==> config.mk <==
export PLATFORM = sky130hd
export DESIGN_NAME = eth_frame_former
export DESIGN_NICKNAME = d
export VERILOG_FILES = /design/src/rtl/eth_frame_former.sv
export SDC_FILE = /design/constraint.sdc
export NUM_CORES = 1
export LEC_CHECK = 0
export CORE_UTILIZATION = 50
export DETAILED_ROUTE_END_ITERATION = 10
export PLACE_DENSITY = 0.68
export SKIP_LAST_GASP = 1
export SLEW_MARGIN = 40
export SYNTH_ARGS = -nofsm -noshare
export SYNTH_HDL_FRONTEND = slang
export SYNTH_SLANG_ARGS = --single-unit
==> constraint.sdc <==
create_clock -name clock -period 7.75 [get_ports clock]
set_input_delay 0.775 -clock clock [delete_from_list [all_inputs] [get_ports clock]]
set_output_delay 0.775 -clock clock [all_outputs]
set_load 0.005 [all_outputs]
==> src/rtl/eth_frame_former.sv <==
// eth_frame_former
//   Reads one Ethernet frame (DA..payload, no FCS) from a byte RAM and sends it
//   on an MII (4-bit) or GMII (8-bit) transmit port: preamble + SFD, frame
//   bytes, optional zero pad up to 60 bytes, CRC-32 FCS, then the inter-frame gap.
//
//   Ports
//     clock      sole clock, rising edge
//     sclr       synchronous active-high reset; aborts a frame in flight
//     start      send request, taken only while busy=0
//     frame_len  frame length in bytes, captured on an accepted start
//     busy       high from accepted start until the end of the IFG
//     done       one-cycle pulse once the IFG has elapsed (busy=0 in that cycle)
//     ram_addr   RAM byte address
//     ram_rden   RAM read enable; data comes back one cycle later
//     ram_data   RAM read data
//     txd        transmit symbol (low nibble first in 4-bit mode)
//     tx_en      transmit enable
//
//   state  | meaning
//   -------+-------------------------------------------------------------
//   IDLE   | waiting for start; done pulses here for one cycle after IFG
//   PRE    | 7 x 0x55 preamble then 0xD5 SFD
//   DATA   | frame bytes from RAM, addresses 0..len-1
//   PAD    | 0x00 bytes until 60 bytes follow the SFD
//   FCS    | 4 CRC-32 bytes, least significant byte first
//   IFG    | tx_en=0, txd=0 for IFG_BYTES byte-times
module eth_frame_former #(
    parameter int DATA_W    = 4,
    parameter int ADDR_W    = 11,
    parameter int PAD_EN    = 1,
    parameter int IFG_BYTES = 12
) (
    input  logic              clock,
    input  logic              sclr,
    input  logic              start,
    input  logic [10:0]       frame_len,
    output logic              busy,
    output logic              done,
    output logic [ADDR_W-1:0] ram_addr,
    output logic              ram_rden,
    input  logic [7:0]        ram_data,
    output logic [DATA_W-1:0] txd,
    output logic              tx_en
);

    localparam int NIB          = (DATA_W == 4) ? 1 : 0;
    localparam int SYM_PER_BYTE = 8 / DATA_W;
    localparam int IFG_CYC      = IFG_BYTES * SYM_PER_BYTE;
    // How many byte slots ahead of use a RAM read is issued: in 8-bit mode a
    // byte lasts one clock, so the read has to start two byte slots early.
    localparam int LEAD         = (NIB != 0) ? 1 : 2;

    localparam logic [11:0] PRE_BYTES = 12'd8;
    localparam logic [11:0] RD_LO     = 12'(8 - LEAD);
    localparam logic [10:0] MAX_LEN   = 11'd1514;
    localparam logic [10:0] MIN_BODY  = 11'd60;
    localparam logic [15:0] IFG_LOAD  = 16'(IFG_CYC - 1);

    typedef enum logic [2:0] {
        S_IDLE,
        S_PRE,
        S_DATA,
        S_PAD,
        S_FCS,
        S_IFG
    } state_t;

    state_t      state, state_nxt;
    logic [11:0] byte_cnt, byte_cnt_nxt;
    logic        phase, phase_nxt;
    logic [7:0]  cur_byte, cur_byte_nxt;
    logic [31:0] crc, crc_nxt;
    logic [15:0] ifg_cnt, ifg_cnt_nxt;
    logic [10:0] len_q, len_nxt;
    logic [10:0] body_q, body_nxt;
    logic [ADDR_W-1:0] addr_nxt;
    logic        done_nxt;

    logic [10:0] len_clamp;
    logic [10:0] body_len;
    logic        accept;
    logic        tx_on;
    logic        sym_last;
    logic [11:0] next_pos;
    logic [11:0] data_end;
    logic [11:0] body_end;
    logic [11:0] fcs_end;
    logic [11:0] fcs_off;
    logic [31:0] crc_inv;
    logic [DATA_W-1:0] sym;

    function automatic logic [31:0] crc_byte(input logic [31:0] c, input logic [7:0] b);
        logic [31:0] r;
        r = c ^ {24'h0, b};
        for (int i = 0; i < 8; i++) begin
            r = r[0] ? ((r >> 1) ^ 32'hEDB88320) : (r >> 1);
        end
        return r;
    endfunction

    assign len_clamp = (frame_len > MAX_LEN) ? MAX_LEN : frame_len;
    assign body_len  = ((PAD_EN != 0) && (len_clamp < MIN_BODY)) ? MIN_BODY : len_clamp;
    assign accept    = start && (state == S_IDLE) && ((len_clamp != 11'd0) || (PAD_EN != 0));

    assign tx_on     = (state == S_PRE) || (state == S_DATA) || (state == S_PAD) || (state == S_FCS);
    assign sym_last  = (NIB != 0) ? phase : 1'b1;
    assign next_pos  = byte_cnt + 12'd1;
    assign data_end  = PRE_BYTES + {1'b0, len_q};
    assign body_end  = PRE_BYTES + {1'b0, body_q};
    assign fcs_end   = body_end + 12'd4;
    assign fcs_off   = next_pos - body_end;
    assign crc_inv   = ~crc;

    // A read is issued only in the cycle whose data will be loaded into
    // cur_byte at the next byte boundary, so every read is consumed.
    assign ram_rden  = ((state == S_PRE) || (state == S_DATA))
                     && ((NIB != 0) ? !phase : 1'b1)
                     && (byte_cnt >= RD_LO)
                     && (byte_cnt < RD_LO + {1'b0, len_q});

    generate
        if (DATA_W == 8) begin : g_byte
            assign sym = cur_byte[DATA_W-1:0];
        end else begin : g_nib
            assign sym = phase ? cur_byte[7:4] : cur_byte[3:0];
        end
    endgenerate

    assign busy  = (state != S_IDLE);
    assign tx_en = tx_on;
    assign txd   = tx_on ? sym : '0;

    always_comb begin
        state_nxt    = state;
        byte_cnt_nxt = byte_cnt;
        phase_nxt    = phase;
        cur_byte_nxt = cur_byte;
        crc_nxt      = crc;
        ifg_cnt_nxt  = ifg_cnt;
        len_nxt      = len_q;
        body_nxt     = body_q;
        addr_nxt     = ram_rden ? (ram_addr + 1'b1) : ram_addr;
        done_nxt     = 1'b0;

        case (state)
            S_IDLE: begin
                if (accept) begin
                    state_nxt    = S_PRE;
                    byte_cnt_nxt = '0;
                    phase_nxt    = 1'b0;
                    cur_byte_nxt = 8'h55;
                    crc_nxt      = '1;
                    len_nxt      = len_clamp;
                    body_nxt     = body_len;
                    addr_nxt     = '0;
                end
            end

            S_PRE, S_DATA, S_PAD, S_FCS: begin
                if (!sym_last) begin
                    phase_nxt = 1'b1;
                end else begin
                    // Byte boundary: choose the next byte by its position
                    // counted from the first preamble byte.
                    phase_nxt    = 1'b0;
                    byte_cnt_nxt = next_pos;
                    if (next_pos < 12'd7) begin
                        cur_byte_nxt = 8'h55;
                    end else if (next_pos == 12'd7) begin
                        cur_byte_nxt = 8'hD5;
                    end else if (next_pos < data_end) begin
                        state_nxt    = S_DATA;
                        cur_byte_nxt = ram_data;
                        crc_nxt      = crc_byte(crc, ram_data);
                    end else if (next_pos < body_end) begin
                        state_nxt    = S_PAD;
                        cur_byte_nxt = 8'h00;
                        crc_nxt      = crc_byte(crc, 8'h00);
                    end else if (next_pos < fcs_end) begin
                        state_nxt = S_FCS;
                        case (fcs_off[1:0])
                            2'd0:    cur_byte_nxt = crc_inv[7:0];
                            2'd1:    cur_byte_nxt = crc_inv[15:8];
                            2'd2:    cur_byte_nxt = crc_inv[23:16];
                            default: cur_byte_nxt = crc_inv[31:24];
                        endcase
                    end else begin
                        state_nxt    = S_IFG;
                        cur_byte_nxt = 8'h00;
                        ifg_cnt_nxt  = IFG_LOAD;
                    end
                end
            end

            S_IFG: begin
                if (ifg_cnt == 16'd0) begin
                    state_nxt = S_IDLE;
                    done_nxt  = 1'b1;
                end else begin
                    ifg_cnt_nxt = ifg_cnt - 16'd1;
                end
            end

            default: state_nxt = S_IDLE;
        endcase
    end

    always_ff @(posedge clock) begin
        if (sclr) begin
            state    <= S_IDLE;
            byte_cnt <= '0;
            phase    <= 1'b0;
            cur_byte <= '0;
            crc      <= '1;
            ifg_cnt  <= '0;
            len_q    <= '0;
            body_q   <= '0;
            ram_addr <= '0;
            done     <= 1'b0;
        end else begin
            state    <= state_nxt;
            byte_cnt <= byte_cnt_nxt;
            phase    <= phase_nxt;
            cur_byte <= cur_byte_nxt;
            crc      <= crc_nxt;
            ifg_cnt  <= ifg_cnt_nxt;
            len_q    <= len_nxt;
            body_q   <= body_nxt;
            ram_addr <= addr_nxt;
            done     <= done_nxt;
        end
    end

endmodule
=== Yosys cells after proc, flatten, opt, wreduce, memory -nomap -nowiden ===
Cells that the tools add are included.

* Register bits after elaboration: 106
* Logic and storage cells: 148

* $add $sub $neg: 8
* $lt $le $gt $ge: 8
* Equal/unequal tests: 18
* Muxes and demuxes: 63
* Bitwise logic cells: 19
* Reduce and logical (&&, ||, !) cells: 22

{| class="wikitable"
|+ Operators with widths
! kind !! count
|-
| 32-bit 2-to-1 mux || 22
|-
| 13-bit inverter with 14-bit output || 16
|-
| 16-bit 2-to-1 mux || 7
|-
| 32-bit one-hot mux with 2 select lines || 1
|-
| 8-bit 2-to-1 mux || 7
|-
| 11-bit 2-to-1 mux || 5
|-
| 12-bit < comparator || 4
|-
| 32-bit inverter || 1
|-
| 16-bit one-hot mux with 2 select lines || 1
|-
| 32-bit by 8-bit bitwise XOR with 32-bit output || 1
|-
| 4-bit by 11-bit adder with 12-bit output (first input constant) || 2
|-
| 12-bit 2-to-1 mux || 2
|-
| 12-bit one-hot mux with 2 select lines || 1
|-
| 8-bit one-hot mux with 3 select lines || 1
|-
| 3-bit 2-to-1 mux || 7
|-
| 2-bit != test (second input constant) || 9
|-
| 16-bit zero test || 1
|-
| 8-bit one-hot mux with 2 select lines || 1
|-
| 16-bit by 1-bit subtractor with 16-bit output (second input constant) || 1
|-
| 12-bit by 1-bit adder with 12-bit output (second input constant) || 1
|-
| 12-bit by 3-bit adder with 12-bit output (second input constant) || 1
|-
| 3-bit by 11-bit adder with 12-bit output (first input constant) || 1
|-
| 12-bit by 3-bit == test with 1-bit output (second input constant) || 1
|-
| 12-bit by 3-bit greater-or-equal comparator with 1-bit output (second input constant) || 1
|-
| other kinds (30) || 43
|}

=== Depth between registers and ports, before layout ===
* Word-level depth: 22
* Gate-level depth with buffers: 16
* Depth with buffers taken out: 15

=== Worst setup path after synthesis ===
Ideal clock, no wire load.

* Path kind: register to register
* From: reg body_q[3]
* To: reg ifg_cnt[9]
* Data arrival time: 3.672 ns
* Setup slack: 4.008 ns
* Stages on the path, launching flop included: 14
* Buffers on the path: 0
* Clock period less this slack: 3.742 ns
* Path through: dfxtp_1 ha_1 nand3_1 xor2_1 or2_2 or4_1 o21a_1 ha_1 and4_1 a221oi_1 nor3_1 a21oi_4 or4b_2 a21oi_1

* Longest elaborated chain between the ends: 5

{| class="wikitable"
|+ Ends and longest elaborated chain
! what !! line !! source
|-
| start: declaration || 75 || <nowiki>logic [10:0] body_q, body_nxt;</nowiki>
|-
| start signal: assignment || 228 || <nowiki>body_q <= body_nxt;</nowiki>
|-
| 4-bit by 11-bit adder with 12-bit output * || 109 || <nowiki>assign body_end = PRE_BYTES + {1'b0, body_q};</nowiki>
|-
| 12-bit by 3-bit adder with 12-bit output || 110 || <nowiki>assign fcs_end = body_end + 12'd4;</nowiki>
|-
| 12-bit < comparator || 179 || <nowiki>end else if (next_pos < fcs_end) begin</nowiki>
|-
| 2-bit != test (no line) || n/a ||
|-
| 8-bit AND reduction (no line) * || n/a ||
|-
| end signal: assignment || 226 || <nowiki>ifg_cnt <= ifg_cnt_nxt;</nowiki>
|-
| end: declaration || 73 || <nowiki>logic [15:0] ifg_cnt, ifg_cnt_nxt;</nowiki>
|}

Every way passes the cells marked *; elsewhere a longest branch is shown, timed or not.
A chain may end at the register's enable or synchronous reset.

=== Worst setup path after layout ===
* From: reg len_q[3]
* To: out ram_rden

* Longest elaborated chain between the ends: 3

{| class="wikitable"
|+ Ends and longest elaborated chain
! what !! line !! source
|-
| start: declaration || 74 || <nowiki>logic [10:0] len_q, len_nxt;</nowiki>
|-
| start signal: assignment || 227 || <nowiki>len_q <= len_nxt;</nowiki>
|-
| 3-bit by 11-bit adder with 12-bit output || 119 || <nowiki>&& (byte_cnt < RD_LO + {1'b0, len_q});</nowiki>
|-
| 12-bit < comparator || 119 ||
|-
| 1-bit logical AND || 119 ||
|-
| end: declaration || 40 || <nowiki>output logic ram_rden,</nowiki>
|}

Every way passes these cells.

==> reports/qor.txt <==
WL/cell - 16.9 um
skew final - 0.0116 ns
Final min period - 4.57 ns
starting density of the core - 52.1%
CTS Hold Bufs - 0
Avg Vias per Cell - 5.85
clock buffer depth - 2
FF+latch area - 2120 sq um
Die W - 126 um
syn_nets - 988
GRT Overall Usage - 24.6%
commonest non-fill, non-tap cell in the layout - xnor2_1
CTS tree - built
Die Footprint - 15,900 sq um
H-tree Lvls - 3
P&R area growth vs syn - 9.97%
period utilization - 59.0%
CTS root buf - clkbuf_16
Async SR Flop Fraction - 0%
Pwr Density - 220 nW/um^2
Clock transition at path regs - 0.08 ns
first-pass GRT wire length - 31.2 mm
Mapped Avg Cell Area - 8.41 sq um
Fmax - 0.219 GHz
final setup TNS - 0 ns
# DRC - 0
Crit path required time - 6.97 ns
gpl congestion - 0.911
EDFF count, synth - 0
Core Area - 14,800 sq um
maximum vdd drop - 123 uV
Startpoint Class - flip-flop
Layout fillers - 1,381
DRT iter0 DRCs - 375
Routed WL - 18.8 mm
Post-Syn Instances - 913
most frequent cells in the layout - 109 x xnor2_1, 106 x dfxtp_1, 94 x nor2_1, 69 x a21oi_1, 67 x nand2_1
# setup viols final - 0
drt pass-1 iters - 5
worst hold-check path type - reg -> reg
cts repair resizes - 0
Slew Viols, Final - 0
port bufs - 40
layout cells sized above 1 - 6.50%
ANT cells - 0
Static Leak - 3.22 nW
GR Overflow Total - 0
Non-Filler Instances - 1,107
sequential area share after synthesis - 27.6%
nets@finish - 993
FF+latch count, synth - 106
critical path type - reg -> out
Slew @ Worst Pin - 0.736 ns
largest net degree at the start of global routing - 49
clk_lat worst skew - 0.36 ns
arrival time worst endpoint - 3.80 ns
Multi-input gate area - 5270 sq um
via count - 6,471
mapped cell area - 7680 sq um
post-DP HPWL - 13.9 mm
FP Rows - 44
hold slack - 0.483 ns
cts bufs inserted - 9
io pins - 41
RSZ-0062 raised after global routing - false
initial antenna violation count - 0
critical path peak fanout - 10
Yosys cell types - 68
DIE HEIGHT - 126 um
endpoints failing hold - 0
Ys Warns - 0
Slew headroom - 50.8%
vias in the first global route - 6,076
ys flop type - dfxtp_1
Clock Sink Count - 106
Max Cap Violations - 0
status - complete, no violations
placed cells - 1,091
antenna viol nets, final - 0
Setup Buffers After CTS - 0
Crit. End Element - primary output
## routing by layer
layer / track usage [%] / vias to the layer above / part of all wire [%]
li1: - / 3230 / -
met1: 34.6 / 3029 / 49
met2: 38.5 / 184 / 45
met3: 4.25 / 28 / 5.1
met4: 7.09 / 0 / 1.8
met5: 0 / - / 0
## cell usage after synthesis (18+ instances only)
master,instances,area share [%]
nor3_1,18,1.2
a21oi_1,70,4.6
dfxtp_1,106,28
xnor2_1,109,12
o21ai_0,24,1.6
inv_1,22,1.1
xor2_1,66,7.5
nor2_1,95,4.6
clkbuf_1,37,1.8
nand3_1,24,1.6
ha_1,52,8.5
nand2_1,68,3.3
## registers in the layout (all words and copies together) (netlist names)
signal / count
state: 3
byte_cnt: 12
ram_addr: 11
body_q: 11
ifg_cnt: 16
crc: 32
done: 1
phase: 1
cur_byte: 8
len_q: 11
## per-stage QoR
| stage | util (%) | worst slack, ns | power (mW) | area (sq um) |
|---|---|---|---|---|
| final | 57.3 | 3.18 | 1.86 | 8450 |
| after global routing | 57.3 | 2.84 | 1.98 | 8450 |
| after CTS | 57.3 | 3.15 | 1.87 | 8450 |
| after detailed placement | 55.1 | 3.36 | 1.37 | 8130 |
| after global placement | 55.0 | 3.49 | 1.36 | 8120 |
| after floorplan | - | 4.01 | 1.19 | 7680 |
## layout make-up
type | count | share of cell area, %
Clock buffer | 9 | 2.67
Clock inverter | 7 | 1.10
Inverter | 23 | 1.02
Multi-Input combinational cell | 734 | 62.3
Sequential cell | 106 | 25.1
Tap cell | 184 | 2.73
Timing Repair Buffer | 44 | 5.04
## path summary, 6_finish.rpt
check / endpoint / slack, ns / from / cells past startpoint
hold / removal: done$_SDFF_PP0_ / 0.48 / ifg_cnt[15]$_SDFFE_PP0P_ / 1
setup reg to reg: ifg_cnt[9]$_SDFFE_PP0P_ / 3.34 / byte_cnt[0]$_SDFFE_PP0P_ / 14
setup / recovery: ram_rden / 3.18 / len_q[3]$_SDFFE_PP0P_ / 11
hold reg to reg: done$_SDFF_PP0_ / 0.48 / ifg_cnt[15]$_SDFFE_PP0P_ / 1
## kinds of logic (layout without fill, tap and decap cells)
kind of cell	count (synthesis)	in the layout	share of synthesized area, %
DFF	106	106	27.6
and+or+nand+nor	295	295	18.9
AOI/OAI and AO/OA	193	193	16.7
adders and majority gates	53	53	8.73
xor gates and xnor gates	177	177	20.5
muxes	16	16	3.40
buffers and inverters	73	83	4.10
## power by group
part           internal [mW]  switching, mW
Clock                  0.260          0.239
Combinational          0.297          0.396
Sequential             0.597         0.0724
Total                   1.15          0.707
## worst max-delay path: stages (launching register included)
cell             delay [ns]
dfxtp_1                0.44
ha_1                   0.27
nand3_1                0.17
nor3_1                 0.32
xnor2_1                0.17
ha_1                   0.26
a211oi_1               0.22
nand2_1                0.08
o2111ai_1              0.46
nand2_1                0.32
inv_1                  0.19
clkdlybuf4s50_1        0.52
(Power assumes the default switching activity.)
